File: config.mk
export PLATFORM = sky130hd
export DESIGN_NAME = mesh_term_fifo_bank
export DESIGN_NICKNAME = d
export VERILOG_FILES = /design/src/rtl/mesh_fifo_pkg.sv /design/src/rtl/mesh_fifo_ch.sv /design/src/rtl/mesh_term_fifo_bank.sv
export SDC_FILE = /design/constraint.sdc
export NUM_CORES = 2
export LEC_CHECK = 0
export ABC_AREA = 1
export CAP_MARGIN = 40
export CORE_ASPECT_RATIO = 0.75
export CORE_UTILIZATION = 30
export CTS_BUF_LIST = sky130_fd_sc_hd__clkbuf_8
export CTS_CLUSTER_DIAMETER = 120
export DETAILED_ROUTE_END_ITERATION = 8
export PLACE_DENSITY = 0.5
export SLEW_MARGIN = 20
export SYNTH_ARGS = -nofsm -noshare
export SYNTH_HDL_FRONTEND = slang
export SYNTH_SLANG_ARGS = --single-unit
File: constraint.sdc
create_clock -name i_clk -period 4.6 [get_ports i_clk]
set_input_delay 1.15 -clock i_clk [delete_from_list [all_inputs] [get_ports i_clk]]
set_output_delay 1.15 -clock i_clk [all_outputs]
set_load 0.05 [all_outputs]
File: src/rtl/mesh_fifo_pkg.sv
// Shared types and helpers for the mesh terminal FIFO bank: overflow mode,
// occupancy/pointer width helpers and channel slice offsets.
package mesh_fifo_pkg;

  typedef enum logic {
    OVF_DROP      = 1'b0,
    OVF_OVERWRITE = 1'b1
  } ovf_mode_e;

  // Occupancy must represent 0..depth inclusive.
  function automatic int cnt_w(input int depth);
    return $clog2(depth + 1);
  endfunction

  function automatic int ptr_w(input int depth);
    return (depth < 2) ? 1 : $clog2(depth);
  endfunction

  // Low bit of channel ch in a flat vector of w-bit slices.
  function automatic int slice_lo(input int ch, input int w);
    return ch * w;
  endfunction

endpackage

File: src/rtl/mesh_fifo_ch.sv
// Single first-word-fall-through terminal FIFO channel with registered status
// flags, selectable overflow handling and a sticky overflow indicator.
module mesh_fifo_ch
  import mesh_fifo_pkg::*;
#(
  parameter int PW       = 40,
  parameter int DEPTH    = 4,
  parameter int OVF_MODE = 0,
  parameter int AF_LEVEL = DEPTH - 1,
  localparam int CW      = cnt_w(DEPTH)
) (
  input  logic          i_clk,
  input  logic          i_reset,
  input  logic          i_push,
  input  logic [PW-1:0] i_data,
  input  logic          i_pop,
  input  logic          i_ovf_clr,
  output logic [PW-1:0] o_data,
  output logic          o_pndng,
  output logic          o_full,
  output logic          o_almost_full,
  output logic [CW-1:0] o_count,
  output logic          o_ovf_sticky
);

  localparam int              PTRW     = ptr_w(DEPTH);
  localparam logic [PTRW-1:0] PTR_LAST = PTRW'(DEPTH - 1);
  localparam logic [CW-1:0]   CNT_FULL = CW'(DEPTH);
  localparam logic [CW-1:0]   CNT_AF   = CW'(AF_LEVEL);
  localparam ovf_mode_e       MODE     = (OVF_MODE != 0) ? OVF_OVERWRITE : OVF_DROP;

  // Strobe semantics: i_push/i_pop are single-cycle requests with no back-pressure;
  // a pop is honoured only when o_pndng=1, a push on full follows MODE.
  logic [PW-1:0]   r_mem [DEPTH];
  logic [PTRW-1:0] r_wr_ptr, r_rd_ptr;
  logic [CW-1:0]   r_count;
  logic            r_pndng, r_full, r_af, r_ovf;

  logic            w_do_pop, w_blocked, w_wr, w_rd_adv;
  logic [CW-1:0]   w_count_nxt;

  function automatic logic [PTRW-1:0] next_ptr(input logic [PTRW-1:0] p);
    return (p == PTR_LAST) ? '0 : p + 1'b1;
  endfunction

  always_comb begin
    w_do_pop    = i_pop && r_pndng;
    // Full with no simultaneous read frees no slot: this is an overflow event.
    w_blocked   = i_push && r_full && !w_do_pop;
    w_wr        = i_push && (!w_blocked || (MODE == OVF_OVERWRITE));
    w_rd_adv    = w_do_pop || (w_blocked && (MODE == OVF_OVERWRITE));
    w_count_nxt = r_count + CW'(w_wr) - CW'(w_rd_adv);
  end

  always_ff @(posedge i_clk) begin
    if (i_reset) begin
      r_wr_ptr <= '0;
      r_rd_ptr <= '0;
      r_count  <= '0;
      r_pndng  <= 1'b0;
      r_full   <= 1'b0;
      r_af     <= 1'b0;
      r_ovf    <= 1'b0;
    end else begin
      if (w_wr)     r_wr_ptr <= next_ptr(r_wr_ptr);
      if (w_rd_adv) r_rd_ptr <= next_ptr(r_rd_ptr);
      r_count <= w_count_nxt;
      r_pndng <= (w_count_nxt != '0);
      r_full  <= (w_count_nxt == CNT_FULL);
      r_af    <= (w_count_nxt >= CNT_AF);
      // Set has priority over clear.
      if (w_blocked)      r_ovf <= 1'b1;
      else if (i_ovf_clr) r_ovf <= 1'b0;
    end
  end

  always_ff @(posedge i_clk) begin
    if (!i_reset && w_wr) r_mem[r_wr_ptr] <= i_data;
  end

  assign o_data        = r_pndng ? r_mem[r_rd_ptr] : '0;
  assign o_pndng       = r_pndng;
  assign o_full        = r_full;
  assign o_almost_full = r_af;
  assign o_count       = r_count;
  assign o_ovf_sticky  = r_ovf;

endmodule

File: src/rtl/mesh_term_fifo_bank.sv
// Bank of independent per-terminal FIFO channels at the mesh boundary; this
// level only unpacks/packs the flat per-channel buses.
module mesh_term_fifo_bank
  import mesh_fifo_pkg::*;
#(
  parameter int pckg_sz    = 40,
  parameter int fifo_depth = 4,
  parameter int NUM_CH     = 16,
  parameter int OVF_MODE   = 0,
  parameter int AF_LEVEL   = fifo_depth - 1,
  localparam int CW        = cnt_w(fifo_depth)
) (
  input  logic                      i_clk,
  input  logic                      i_reset,
  input  logic [NUM_CH-1:0]         i_push,
  input  logic [NUM_CH*pckg_sz-1:0] i_data_in,
  input  logic [NUM_CH-1:0]         i_pop,
  input  logic [NUM_CH-1:0]         i_ovf_clr,
  output logic [NUM_CH*pckg_sz-1:0] o_data_out,
  output logic [NUM_CH-1:0]         o_pndng,
  output logic [NUM_CH-1:0]         o_full,
  output logic [NUM_CH-1:0]         o_almost_full,
  output logic [NUM_CH*CW-1:0]      o_count,
  output logic [NUM_CH-1:0]         o_ovf_sticky
);

  for (genvar g = 0; g < NUM_CH; g++) begin : g_ch
    mesh_fifo_ch #(
      .PW       (pckg_sz),
      .DEPTH    (fifo_depth),
      .OVF_MODE (OVF_MODE),
      .AF_LEVEL (AF_LEVEL)
    ) u_ch (
      .i_clk         (i_clk),
      .i_reset       (i_reset),
      .i_push        (i_push[g]),
      .i_data        (i_data_in[slice_lo(g, pckg_sz) +: pckg_sz]),
      .i_pop         (i_pop[g]),
      .i_ovf_clr     (i_ovf_clr[g]),
      .o_data        (o_data_out[slice_lo(g, pckg_sz) +: pckg_sz]),
      .o_pndng       (o_pndng[g]),
      .o_full        (o_full[g]),
      .o_almost_full (o_almost_full[g]),
      .o_count       (o_count[slice_lo(g, CW) +: CW]),
      .o_ovf_sticky  (o_ovf_sticky[g])
    );
  end

endmodule
==> impl_metrics.xml <==
<?xml version="1.0" encoding="UTF-8"?>
<metrics>
  <group name="floorplanning">
    <metric name="die_area" unit="um2">372000</metric>
    <metric name="floorplan.rows" unit="">192</metric>
    <metric name="overall_die_width" unit="um">704.0</metric>
    <metric name="io_pins" unit="">1442</metric>
    <metric name="initial_utilization" unit="%">30.27</metric>
    <metric name="core_region_area" unit="um2">366400</metric>
    <metric name="die-height" unit="um">528.5</metric>
  </group>
  <group name="critical_path">
    <metric name="highest_net_fanout_along_the_worst_path" unit="">38</metric>
    <metric name="startpoint_type" unit="">flip-flop</metric>
    <metric name="cp.required" unit="ns">3.45</metric>
    <metric name="critPathMaxStageDelay" unit="ns">0.60</metric>
    <metric name="crit_top_cell" unit="">sky130_fd_sc_hd__nand2_1</metric>
    <metric name="critical_path_class" unit="">flip-flop to output pin</metric>
    <metric name="crit_path_end_kind" unit="">output pin</metric>
    <metric name="timing.critical_path.cells" unit="">buf_12 -&gt; inv_4 -&gt; buf_4 -&gt; nand2_1 -&gt; nand2_1 -&gt; nand2_1 -&gt; a21oi_1 -&gt; dlygate4sd2_1</metric>
    <metric name="critPathSlowestCell" unit="">sky130_fd_sc_hd__dlygate4sd2_1</metric>
    <metric name="arrival" unit="ns">3.24</metric>
  </group>
  <group name="logic_synthesis">
    <metric name="synth_edf_count" unit="">2560</metric>
    <metric name="synth_seq_area_share" unit="%">73.09</metric>
    <metric name="synth_cell_types" unit="">24</metric>
    <metric name="ys_seq_elements" unit="">2768</metric>
    <metric name="asyncSetResetFlopFracSynth" unit="%">0</metric>
    <metric name="netlist_instances" unit="">9513</metric>
    <metric name="synth_cell_area" unit="um2">110900</metric>
    <metric name="synthesis.nets" unit="">10320</metric>
    <metric name="ys_dominant_reg_cell" unit="">sky130_fd_sc_hd__edfxtp_1</metric>
    <metric name="synthesis.area_per_instance" unit="um2">11.66</metric>
    <metric name="synthesis.yosys.warnings" unit="">0</metric>
  </group>
  <group name="final_layout">
    <metric name="layout.nets" unit="">11880</metric>
    <metric name="footprint_of_the_multi_input_gates" unit="um2">25930</metric>
    <metric name="post_route_cells_drive_above_1_share" unit="%">9.569</metric>
    <metric name="finalNonFillerCells" unit="">16350</metric>
    <metric name="n_fill_cell" unit="">35110</metric>
    <metric name="sequential_cell_area" unit="um2">81070</metric>
    <metric name="area.growth.synth_to_final" unit="%">25.70</metric>
    <metric name="util_after_layout" unit="%">38.04</metric>
  </group>
  <group name="sta">
    <metric name="report.final.slew_viol_count" unit="">0</metric>
    <metric name="finalClockSkew" unit="ns">0.07045</metric>
    <metric name="post-route-min-period" unit="ns">4.389</metric>
    <metric name="post-route-worst-setup-slack" unit="ns">0.2111</metric>
    <metric name="fmax" unit="GHz">0.2278</metric>
    <metric name="max_slew.worst_pin.slew" unit="ns">0.8770</metric>
    <metric name="final_hold_viol_count" unit="">0</metric>
    <metric name="finalCritPeriodShare" unit="%">95.41</metric>
    <metric name="final.hold.worst_slack" unit="ns">0.3454</metric>
    <metric name="max-slew-margin-rel" unit="%">41.35</metric>
    <metric name="setup-violations-final" unit="">0</metric>
  </group>
  <group name="place">
    <metric name="globalplace.congestion" unit="">0.8465</metric>
    <metric name="preCtsSetupSlack" unit="ns">0.7595</metric>
    <metric name="count_of_buffers_from_port_buffering" unit="">1441</metric>
    <metric name="placed_instances" unit="">15470</metric>
    <metric name="detailedPlacementHpwl" unit="um">250200</metric>
  </group>
  <group name="clock_tree">
    <metric name="cts_tree" unit="">built</metric>
    <metric name="clock_tree.htree_level_count" unit="">5</metric>
    <metric name="tritoncts_num_sinks" unit="">2768</metric>
    <metric name="tritoncts.num_buffers" unit="">447</metric>
    <metric name="worst_skew_pair_later_pin_latency" unit="ns">1.11</metric>
    <metric name="clockRootBuffer" unit="">sky130_fd_sc_hd__clkbuf_8</metric>
    <metric name="clkTransAtPathRegs" unit="ns">0.06</metric>
    <metric name="clk_path_buf_depth" unit="">4</metric>
    <metric name="ctsHoldBuffers" unit="">0</metric>
  </group>
  <group name="grt">
    <metric name="grt_first_pass_wirelength" unit="um">518600</metric>
    <metric name="grt_start_max_net_pins" unit="">81</metric>
    <metric name="grt_pass1_vias" unit="">71960</metric>
    <metric name="grt-ovfl-total" unit="">0</metric>
    <metric name="track_usage" unit="%">18.96</metric>
    <metric name="antenna_found_initial" unit="">151</metric>
  </group>
  <group name="route">
    <metric name="vias" unit="">75440</metric>
    <metric name="drt_drc_violations_left" unit="">0</metric>
    <metric name="first_drt_iteration_drcs" unit="">5119</metric>
    <metric name="drtAntennaViolNets" unit="">0</metric>
    <metric name="drt_first_pass_iters" unit="">6</metric>
    <metric name="route.detailed.vias_per_inst" unit="">4.615</metric>
    <metric name="wirelength" unit="um">368200</metric>
    <metric name="routed_wire_length_per_instance" unit="um">22.52</metric>
  </group>
  <group name="outcome">
    <metric name="status" unit="">finished clean</metric>
  </group>
  <group name="power">
    <metric name="power.ir.vdd_worst" unit="mV">0.3158</metric>
    <metric name="power" unit="mW">80.89</metric>
    <metric name="pwr_density_cell" unit="nW/um2">580.4</metric>
    <metric name="leakagePower" unit="nW">53.72</metric>
  </group>
  <group name="worst_hold_path">
    <metric name="worstHoldPathType" unit="">input pin to flip-flop</metric>
  </group>
  <group name="flow_run">
    <metric name="maxCapViolCount" unit="">0</metric>
  </group>
</metrics>
## through the flow
stage | cell area (um2) | setup TNS (ns)
global placement | 130400 | 0
floorplan | 110900 | 0
detailed placement | 131200 | 0
finish | 139400 | 0
CTS | 139300 | 0
global route | 139300 | -0.05045
## critical path: cells and delay by family (launching register included)
family / cells / cell delay, ns
flops: 1 / 0.46
simple gates: 3 / 0.23
buf+inv: 4 / 1.30
compound gates: 1 / 0.14
## kinds of logic (layout without fill, tap and decap cells)
group	Yosys count	in the layout	synth area share [%]
AO/OA/AOI/OAI	1358	1358	6.328
flip-flops	2768	2768	73.09
buffers and inverters	829	2759	3.967
adder cells (fa/ha/maj)	114	114	1.395
other	0	54	0
AND/OR/NAND/NOR	4430	4430	15.11
XOR/XNOR	14	14	0.1106
## metal layers
metal	up-vias	wire [um]	GRT usage [%]
met5	-	621	0
li1	35450	-	-
met4	104	14070	7.403
met3	762	29610	6.077
met2	2390	171200	30.60
met1	36740	152700	23.66
## synthesized netlist by cell type (54+ instances only)
cell type / number / area, um2
sky130_fd_sc_hd__o21ai_1: 327 / 1637
sky130_fd_sc_hd__nand2_1: 2833 / 10630
sky130_fd_sc_hd__dfxtp_1: 208 / 4164
sky130_fd_sc_hd__buf_4: 186 / 1396
sky130_fd_sc_hd__o21ai_0: 318 / 1592
sky130_fd_sc_hd__clkbuf_1: 186 / 698.2
sky130_fd_sc_hd__clkbuf_2: 56 / 280.3
sky130_fd_sc_hd__inv_1: 249 / 934.7
sky130_fd_sc_hd__buf_6: 54 / 608.1
sky130_fd_sc_hd__edfxtp_1: 2560 / 76870
sky130_fd_sc_hd__nand3_1: 57 / 285.3
sky130_fd_sc_hd__a21oi_1: 697 / 3488
sky130_fd_sc_hd__ha_1: 98 / 1226
sky130_fd_sc_hd__nor2_1: 1510 / 5668
sky130_fd_sc_hd__buf_2: 60 / 300.3
## flip-flops by register name, indices dropped and copies added, names as in the netlist, named ones only
name                     count
g_ch.u_ch.r_rd_ptr          32
g_ch.u_ch.o_full            16
g_ch.u_ch.o_ovf_sticky      16
g_ch.u_ch.r_wr_ptr          32
g_ch.u_ch.o_count           48
g_ch.u_ch.r_mem           2560
g_ch.u_ch.o_almost_full     16
g_ch.u_ch.o_pndng           16
## layout make-up
class,count,area share (%)
repair buffers,1659,11.85
inverters,281,0.8178
flip-flops and latches,2768,58.17
clock buffers,473,4.671
clock inverters,346,1.444
multi-input cells,5916,18.60
well taps,4850,4.354
diodes,54,0.09695
## final timing paths
path,from,endpoint,slack [ns],cells after the start
max,flip-flop,o_data_out[551],0.21,8
min,i_reset,g_ch[14].u_ch.o_count[0],0.35,2
max reg2reg,g_ch[14].u_ch.o_pndng,g_ch[14].u_ch.r_mem[3][28],2.01,5
min reg2reg,g_ch[1].u_ch.o_ovf_sticky,g_ch[1].u_ch.o_ovf_sticky,0.46,2
## power breakdown
part	total, mW	switching [mW]	internal [mW]
logic	29.7	22.3	7.37
registers	30.6	1.00	29.6
clock network	20.6	10.2	10.4
## cells in the final DEF, fill, tap and decap left out, types with 14 or more instances in the layout
cell / count
sky130_fd_sc_hd__nor2_1: 1446
sky130_fd_sc_hd__dlygate4sd2_1: 399
sky130_fd_sc_hd__xnor2_1: 14
sky130_fd_sc_hd__dfxtp_1: 191
sky130_fd_sc_hd__o21ai_1: 326
sky130_fd_sc_hd__nand3_1: 57
sky130_fd_sc_hd__nand2_2: 14
sky130_fd_sc_hd__clkdlybuf4s15_1: 28
sky130_fd_sc_hd__clkdlybuf4s15_2: 45
sky130_fd_sc_hd__a21boi_4: 16
sky130_fd_sc_hd__a21oi_1: 696
sky130_fd_sc_hd__buf_16: 18
sky130_fd_sc_hd__nor3_1: 16
sky130_fd_sc_hd__buf_12: 63
sky130_fd_sc_hd__buf_4: 199
sky130_fd_sc_hd__nor2_4: 64
sky130_fd_sc_hd__o21ai_0: 318
sky130_fd_sc_hd__ha_1: 98
sky130_fd_sc_hd__nand2_1: 2833
sky130_fd_sc_hd__dlymetal6s2s_1: 14
sky130_fd_sc_hd__inv_1: 411
sky130_fd_sc_hd__inv_2: 16
sky130_fd_sc_hd__clkdlybuf4s50_1: 839
sky130_fd_sc_hd__clkbuf_2: 38
sky130_fd_sc_hd__inv_4: 15
sky130_fd_sc_hd__edfxtp_1: 2560
sky130_fd_sc_hd__fa_1: 16
sky130_fd_sc_hd__diode_2: 54
sky130_fd_sc_hd__clkinv_2: 46
sky130_fd_sc_hd__bufinv_16: 16
sky130_fd_sc_hd__clkinv_1: 86
sky130_fd_sc_hd__clkbuf_8: 473
## what timing repair did
item / CTS / global route
setup endpoints to repair: 536 / 98
setup buffers: 6 / 0
resized for setup: 643 / 110
Note: power is estimated with default switching activity, not from simulation.
